### src/rtl/seven_segment_seconds.sv
// Free-running decimal seconds counter driving one common-cathode seven-segment digit.
// Optional macro DP_BLINK_EN: blink the decimal point for the first half of every tick period.
module seven_segment_seconds #(
    parameter int unsigned MAX_COUNT = 10_000_000
) (
    input  logic       clk,
    input  logic       rst_n,
    input  logic       ena,
    input  logic [7:0] ui_in,
    output logic [7:0] uo_out,
    input  logic [7:0] uio_in,
    output logic [7:0] uio_out,
    output logic [7:0] uio_oe
);

    localparam logic [23:0] MaxCount24 = 24'(MAX_COUNT);

    logic [23:0] compare;
    logic [23:0] cnt_q;
    logic [23:0] cnt_d;
    logic [3:0]  digit_q;
    logic [3:0]  digit_d;
    logic        tick;
    logic [6:0]  segments;
    logic        dp;
    logic        unused_inputs;

    assign unused_inputs = &{ena, uio_in, 1'b0};

    // A zero override falls back to the build-time period; otherwise ui_in counts in 1024-cycle steps.
    always_comb begin
        compare = MaxCount24;
        if (ui_in != 8'd0) begin
            compare = {6'd0, ui_in, 10'd0};
        end
    end

    // The >= test makes a freshly shortened period wrap on the very next edge.
    always_comb begin
        tick    = (cnt_q >= (compare - 24'd1));
        cnt_d   = cnt_q + 24'd1;
        digit_d = digit_q;
        if (tick) begin
            cnt_d   = 24'd0;
            digit_d = (digit_q == 4'd9) ? 4'd0 : (digit_q + 4'd1);
        end
    end

    always_ff @(posedge clk or negedge rst_n) begin
        if (!rst_n) begin
            cnt_q   <= 24'd0;
            digit_q <= 4'd0;
        end else begin
            cnt_q   <= cnt_d;
            digit_q <= digit_d;
        end
    end

    always_comb begin
        segments = 7'h00;
        case (digit_q)
            4'd0:    segments = 7'h3F;
            4'd1:    segments = 7'h06;
            4'd2:    segments = 7'h5B;
            4'd3:    segments = 7'h4F;
            4'd4:    segments = 7'h66;
            4'd5:    segments = 7'h6D;
            4'd6:    segments = 7'h7D;
            4'd7:    segments = 7'h07;
            4'd8:    segments = 7'h7F;
            4'd9:    segments = 7'h6F;
            default: segments = 7'h00;
        endcase
    end

`ifdef DP_BLINK_EN
    assign dp = (cnt_q < (compare >> 1));
`else
    assign dp = 1'b0;
`endif

    assign uo_out  = {dp, segments};
    assign uio_out = {4'd0, digit_q};
    assign uio_oe  = 8'h0F;

endmodule

### config.mk
export PLATFORM = sky130hd
export DESIGN_NAME = seven_segment_seconds
export DESIGN_NICKNAME = d
export VERILOG_FILES = /design/src/rtl/seven_segment_seconds.sv
export SDC_FILE = /design/constraint.sdc
export NUM_CORES = 1
export LEC_CHECK = 0
export ABC_AREA = 1
export CORE_AREA = 2 2 94 96
export DETAILED_ROUTE_END_ITERATION = 8
export DIE_AREA = 0 0 96 98
export DONT_BUFFER_PORTS = 1
export PLACE_DENSITY_LB_ADDON = 0.12
export SETUP_SLACK_MARGIN = 0.15
export SLEW_MARGIN = 30
export SYNTH_ARGS = -nofsm -noshare
export SYNTH_HDL_FRONTEND = slang
export SYNTH_SLANG_ARGS = --single-unit
### constraint.sdc
create_clock -name clk -period 2 [get_ports clk]
set_input_delay 0.2 -clock clk [delete_from_list [all_inputs] [get_ports clk]]
set_output_delay 0.2 -clock clk [all_outputs]
set_load 0.005 [all_outputs]
== Yosys cells after proc, flatten, opt, wreduce, memory -nomap -nowiden ==
Memories as Yosys holds them, arrays and structs flattened.
Index checks and enable logic that the tools add are counted.
Cells by class
  add/sub/neg operators: 3
  magnitude comparators: 1
  equal/unequal tests: 1
  multiplexer cells: 3
  reduce and logical (&&, ||, !) cells: 1
Operators by type and width (count)
  $mux W24: 2
  $add A24 B1 Y24 const B: 1
  $ge A24 B24 Y1: 1
  $sub A24 B1 Y24 const B: 1
  $reduce_bool A8 Y1: 1
  $add A4 B1 Y4 const B: 1
  $eq A4 B4 Y1 const B: 1
  $mux W4: 1
Storage, ports and cells
  flip-flop bits (word level): 28
  memory bits (read-only): 112
  input bits: 19
  output and inout port bits: 24
  word-level logic and storage cells: 12
  memories kept: 1
Memories
  (no name shown): words 16, bits a word 7, read ports 1, clocked after memory_dff 0, wr ports 0, RTL line 61  | case (digit_q)

== Logic depth before layout (Yosys ltp) ==
  depth in word-level cells: 5
  gate-level depth with buffers: 16

== Worst setup path before layout ==
No wires, ideal clock.
  kind: input to register
  start point: input port ui_in[5]
  end point: register cnt_q[6]
  arrival time: 1.883 ns
  setup slack: -0.005 ns
  cell stages on the path: 15
  path buffers: 1
  path through: nor2_1 > nand2_1 > nor2_1 > o21ai_0 > o21ai_0 > inv_1 > ha_1 > nand2_1 > nor2_1 > nand2_1 > nor2_2 > nand2_2 > nand3_4 > buf_8 > nor2_2
Between the ends
  word-level cells in the longest chain between the ends: 5
RTL lines
  start: declaration: RTL line 9  | input logic [7:0] ui_in,
  $reduce_bool A8 Y1: RTL line 33  | if (ui_in != 8'd0) begin
  $mux W24 *: RTL line 33
  $sub A24 B1 Y24 *: RTL line 40  | tick = (cnt_q >= (compare - 24'd1));
  $ge A24 B24 Y1 *: RTL line 40
  $mux W24 *: RTL line 43  | if (tick) begin
  named net cnt_d[6]: RTL line 20  | logic [23:0] cnt_d;
  end signal: assignment: RTL line 54  | cnt_q <= cnt_d;
  end: declaration: RTL line 19  | logic [23:0] cnt_q;
Mark *: on every way through the listed nets, which the timed path passes. The rest lies on a longest branch.
A chain may end at the register's enable or synchronous reset.

== Worst setup path in the final report ==
  start point: input port ui_in[0]
  end point: register cnt_q[20]
Same word-level chain as after synthesis.

==> summary.txt <==
Multi-input gate area -> 1750 sq um
die width -> 96 microns
TritonCTS clock tree -> yes
cell family with most CP delay -> simple AND/OR/NAND/NOR gates
CP arrival -> 2000 ps
area leader, netlist -> dfrtp_1
Layout Cell Area excl Fill -> 3110 sq um
Area growth syn-to-layout -> 26.0%
Placement Rows -> 34
hpwl dp -> 4320 microns
Post-DRT Antenna Nets -> 0
DRT Wirelength -> 5700 microns
RePlAce Congestion -> 0.818
unique cell type count in the Yosys netlist -> 31
worst hold path type -> input pin to asynchronous set/reset pin
total grt overflow -> 0
status -> complete, no violations
worst-path maximum fanout -> 6
Mean Syn Cell Area -> 6.91 sq um
via count -> 2099
Worst-path clk slew -> 100 ps
static leakage -> 1.51 nW
vias per cell -> 4.27
wire per inst -> 11.6 microns
Initial DRT Pass Iterations -> 4
num ports -> 43
first-pass GRT wire length -> 9030 microns
Max clock buf depth -> 2
worst path cell trace -> inv_1 > nand3_4 > nor2_4 > buf_6 > o21ai_2 > inv_2 > ha_4 > a21oi_1 > nand2_1 > nand2_1 > nand2_2 > nand2_2 > nand3_4 > clkbuf_16 > nor2_4
Fillers -> 929
#FFs+latches synth -> 28
Achievable Freq -> 563 MHz
WS Path Type -> input pin to register
Syn. warnings -> 0
Starting Density -> 29.1%
Port Buffers -> 0
area of the core -> 8470 sq um
Worst Skew -> 4.05 ps
final setup fails -> 0
Synth Cell Area -> 2470 sq um
post-synthesis adder-cell area fraction -> 12.2%
Compound-Gate Fraction of Synth Area -> 4.77%
clock root buffer -> clkbuf_8
pin count of the biggest net entering global routing -> 29
Synth Instances -> 357
maximum vdd drop -> 0.000216 V
CTS Sinks -> 28
WHS -> 374 ps
Simple-Gate Fraction of Synth Area -> 35.4%
FF+latch area -> 706 sq um
RSZ-0062 raised after global routing -> yes
Die ar. -> 9410 sq um
Synth Area in XOR/XNOR -> 6.39%
Startpoint Class -> input pin
vias in the first global route -> 1929
total power -> 0.00111 W
PwrDens -> 359 nW/um^2
fin crit period -> 1780 ps
setup TNS -> 0 ps
Synth area leaders -> dfrtp_1 28%, nand2_1 16%, ha_1 12%
maxcap violations -> 0
final period utilization -> 88.8%
top cell type's share of synthesized area -> 28.4%
WP buf/inv -> 4
latest clock arrival within the worst-skew pair -> 280 ps
DRC -> 0
H-tree lvl count -> 1
Worst path slowest cell -> clkbuf_16
CTS Buf Count -> 3
total global-route track usage -> 12.1%
largest stage delay on the critical path -> 230 ps
Max Slew Vio Count -> 0
ANT cells -> 0
Seq/Total Area, Yosys -> 28.4%
CP required -> 2230 ps
initial antenna violation count -> 0
mux cell area share after synthesis -> 0%
largest family of logic cells by synthesized area -> simple AND/OR/NAND/NOR gates
nets@finish -> 427
Final Hold Fails -> 0
DIE HEIGHT -> 98 microns
Iteration-0 DRC Markers -> 84
layout cells sized above 1 -> 25.1%
DP Area -> 2670 sq um
critical path endpoint category -> register
metal layers:
metal	wire length, microns	vias up	track usage, %	part of all wire (%)
met3	131	7	1.16	2.3
met2	2700	28	19.7	47
li1	-	1119	-	-
met1	2810	945	17.0	49
met5	0	-	0	0
met4	72	0	2.97	1.3
area by class of cell:
type | instances | area share (%)
multi-input combinational | 280 | 56.3
sequential | 28 | 22.7
timing repair buffer | 24 | 8.57
inverter | 47 | 5.76
tap | 108 | 4.35
clock buffer | 3 | 1.33
clock inverter | 1 | 0.966
cell usage in the layout, fill, tap and decap left out, types with 3 or more instances in the layout:
| cell type | count |
|---|---|
| clkbuf_8 | 3 |
| nor2_2 | 16 |
| dfrtp_2 | 4 |
| nand3_4 | 3 |
| nand2_2 | 14 |
| a21oi_1 | 3 |
| nand3_1 | 11 |
| buf_12 | 3 |
| nand4_1 | 4 |
| conb_1 | 16 |
| inv_1 | 44 |
| xnor2_1 | 6 |
| dfrtp_1 | 24 |
| nor2_1 | 38 |
| o21ai_0 | 8 |
| ha_1 | 19 |
| buf_6 | 3 |
| ha_4 | 5 |
| nand2_1 | 94 |
| nor2_4 | 13 |
| xor2_1 | 11 |
| buf_4 | 15 |
state kept, by name (all words and copies together) (netlist names):
name	count
cnt_q	24
digit_q	4
kinds of logic after synthesis:
family,Yosys count
flops,28
other cells,2
fa+ha+maj,24
simple gates,201
xor+xnor,18
buf+inv,64
compound gates,20
path summary, 6_finish.rpt:
kind,depth (start not counted),from,end,slack [ps]
worst min register to register,1,cnt_q[0],cnt_q[0],480
worst max-delay path,15,ui_in[0],cnt_q[20],220
worst min-delay path,2,rst_n,cnt_q[15],370
max in group asynchronous,2,rst_n,cnt_q[11],1460
min in group clk,1,cnt_q[0],cnt_q[0],480
worst max register to register,8,cnt_q[20],cnt_q[20],230
Yosys cell counts:
library cell / count
nand2_1: 104
nor2_1: 54
inv_1: 46
dfrtp_1: 28
ha_1: 24
buf_4: 13
nand3_1: 13
xor2_1: 12
nor2_2: 11
o21ai_0: 11
xnor2_1: 6
a21oi_1: 5
nand2_2: 5
nand4_1: 4
conb_1: 2
nor2_4: 2
nor3_1: 2
or2_2: 2
a21boi_0: 1
a21oi_4: 1
buf_2: 1
buf_6: 1
buf_8: 1
clkbuf_1: 1
inv_2: 1
nand3_2: 1
nand3_4: 1
nor3_2: 1
nor3b_1: 1
o21bai_1: 1
o22ai_1: 1
power by group:
group / switching, W / internal (W) / leakage (nW)
sequential: 0.000000162 / 0.000566 / 0.371
combinational: 0.0000558 / 0.0000323 / 1.11
clock: 0.000192 / 0.000268 / 0.0357
stage by stage:
step,worst slack [ps],utilization [%],std cells
6_report,224,36.7,491
5_1_grt,106,36.7,491
4_1_cts,152,32.7,480
3_5_place_dp,-85.6,31.5,474
3_3_place_gp,-53.0,31.5,474
2_1_floorplan,93.7,-,371
repair_timing:
action,in CTS,in global routing
hold endpoints to repair,28,0
buffers inserted,0,8
gates resized for setup,0,55
endpoints found under the setup margin,0,30
hold buffers,2,0
(Power assumes the default switching activity.)
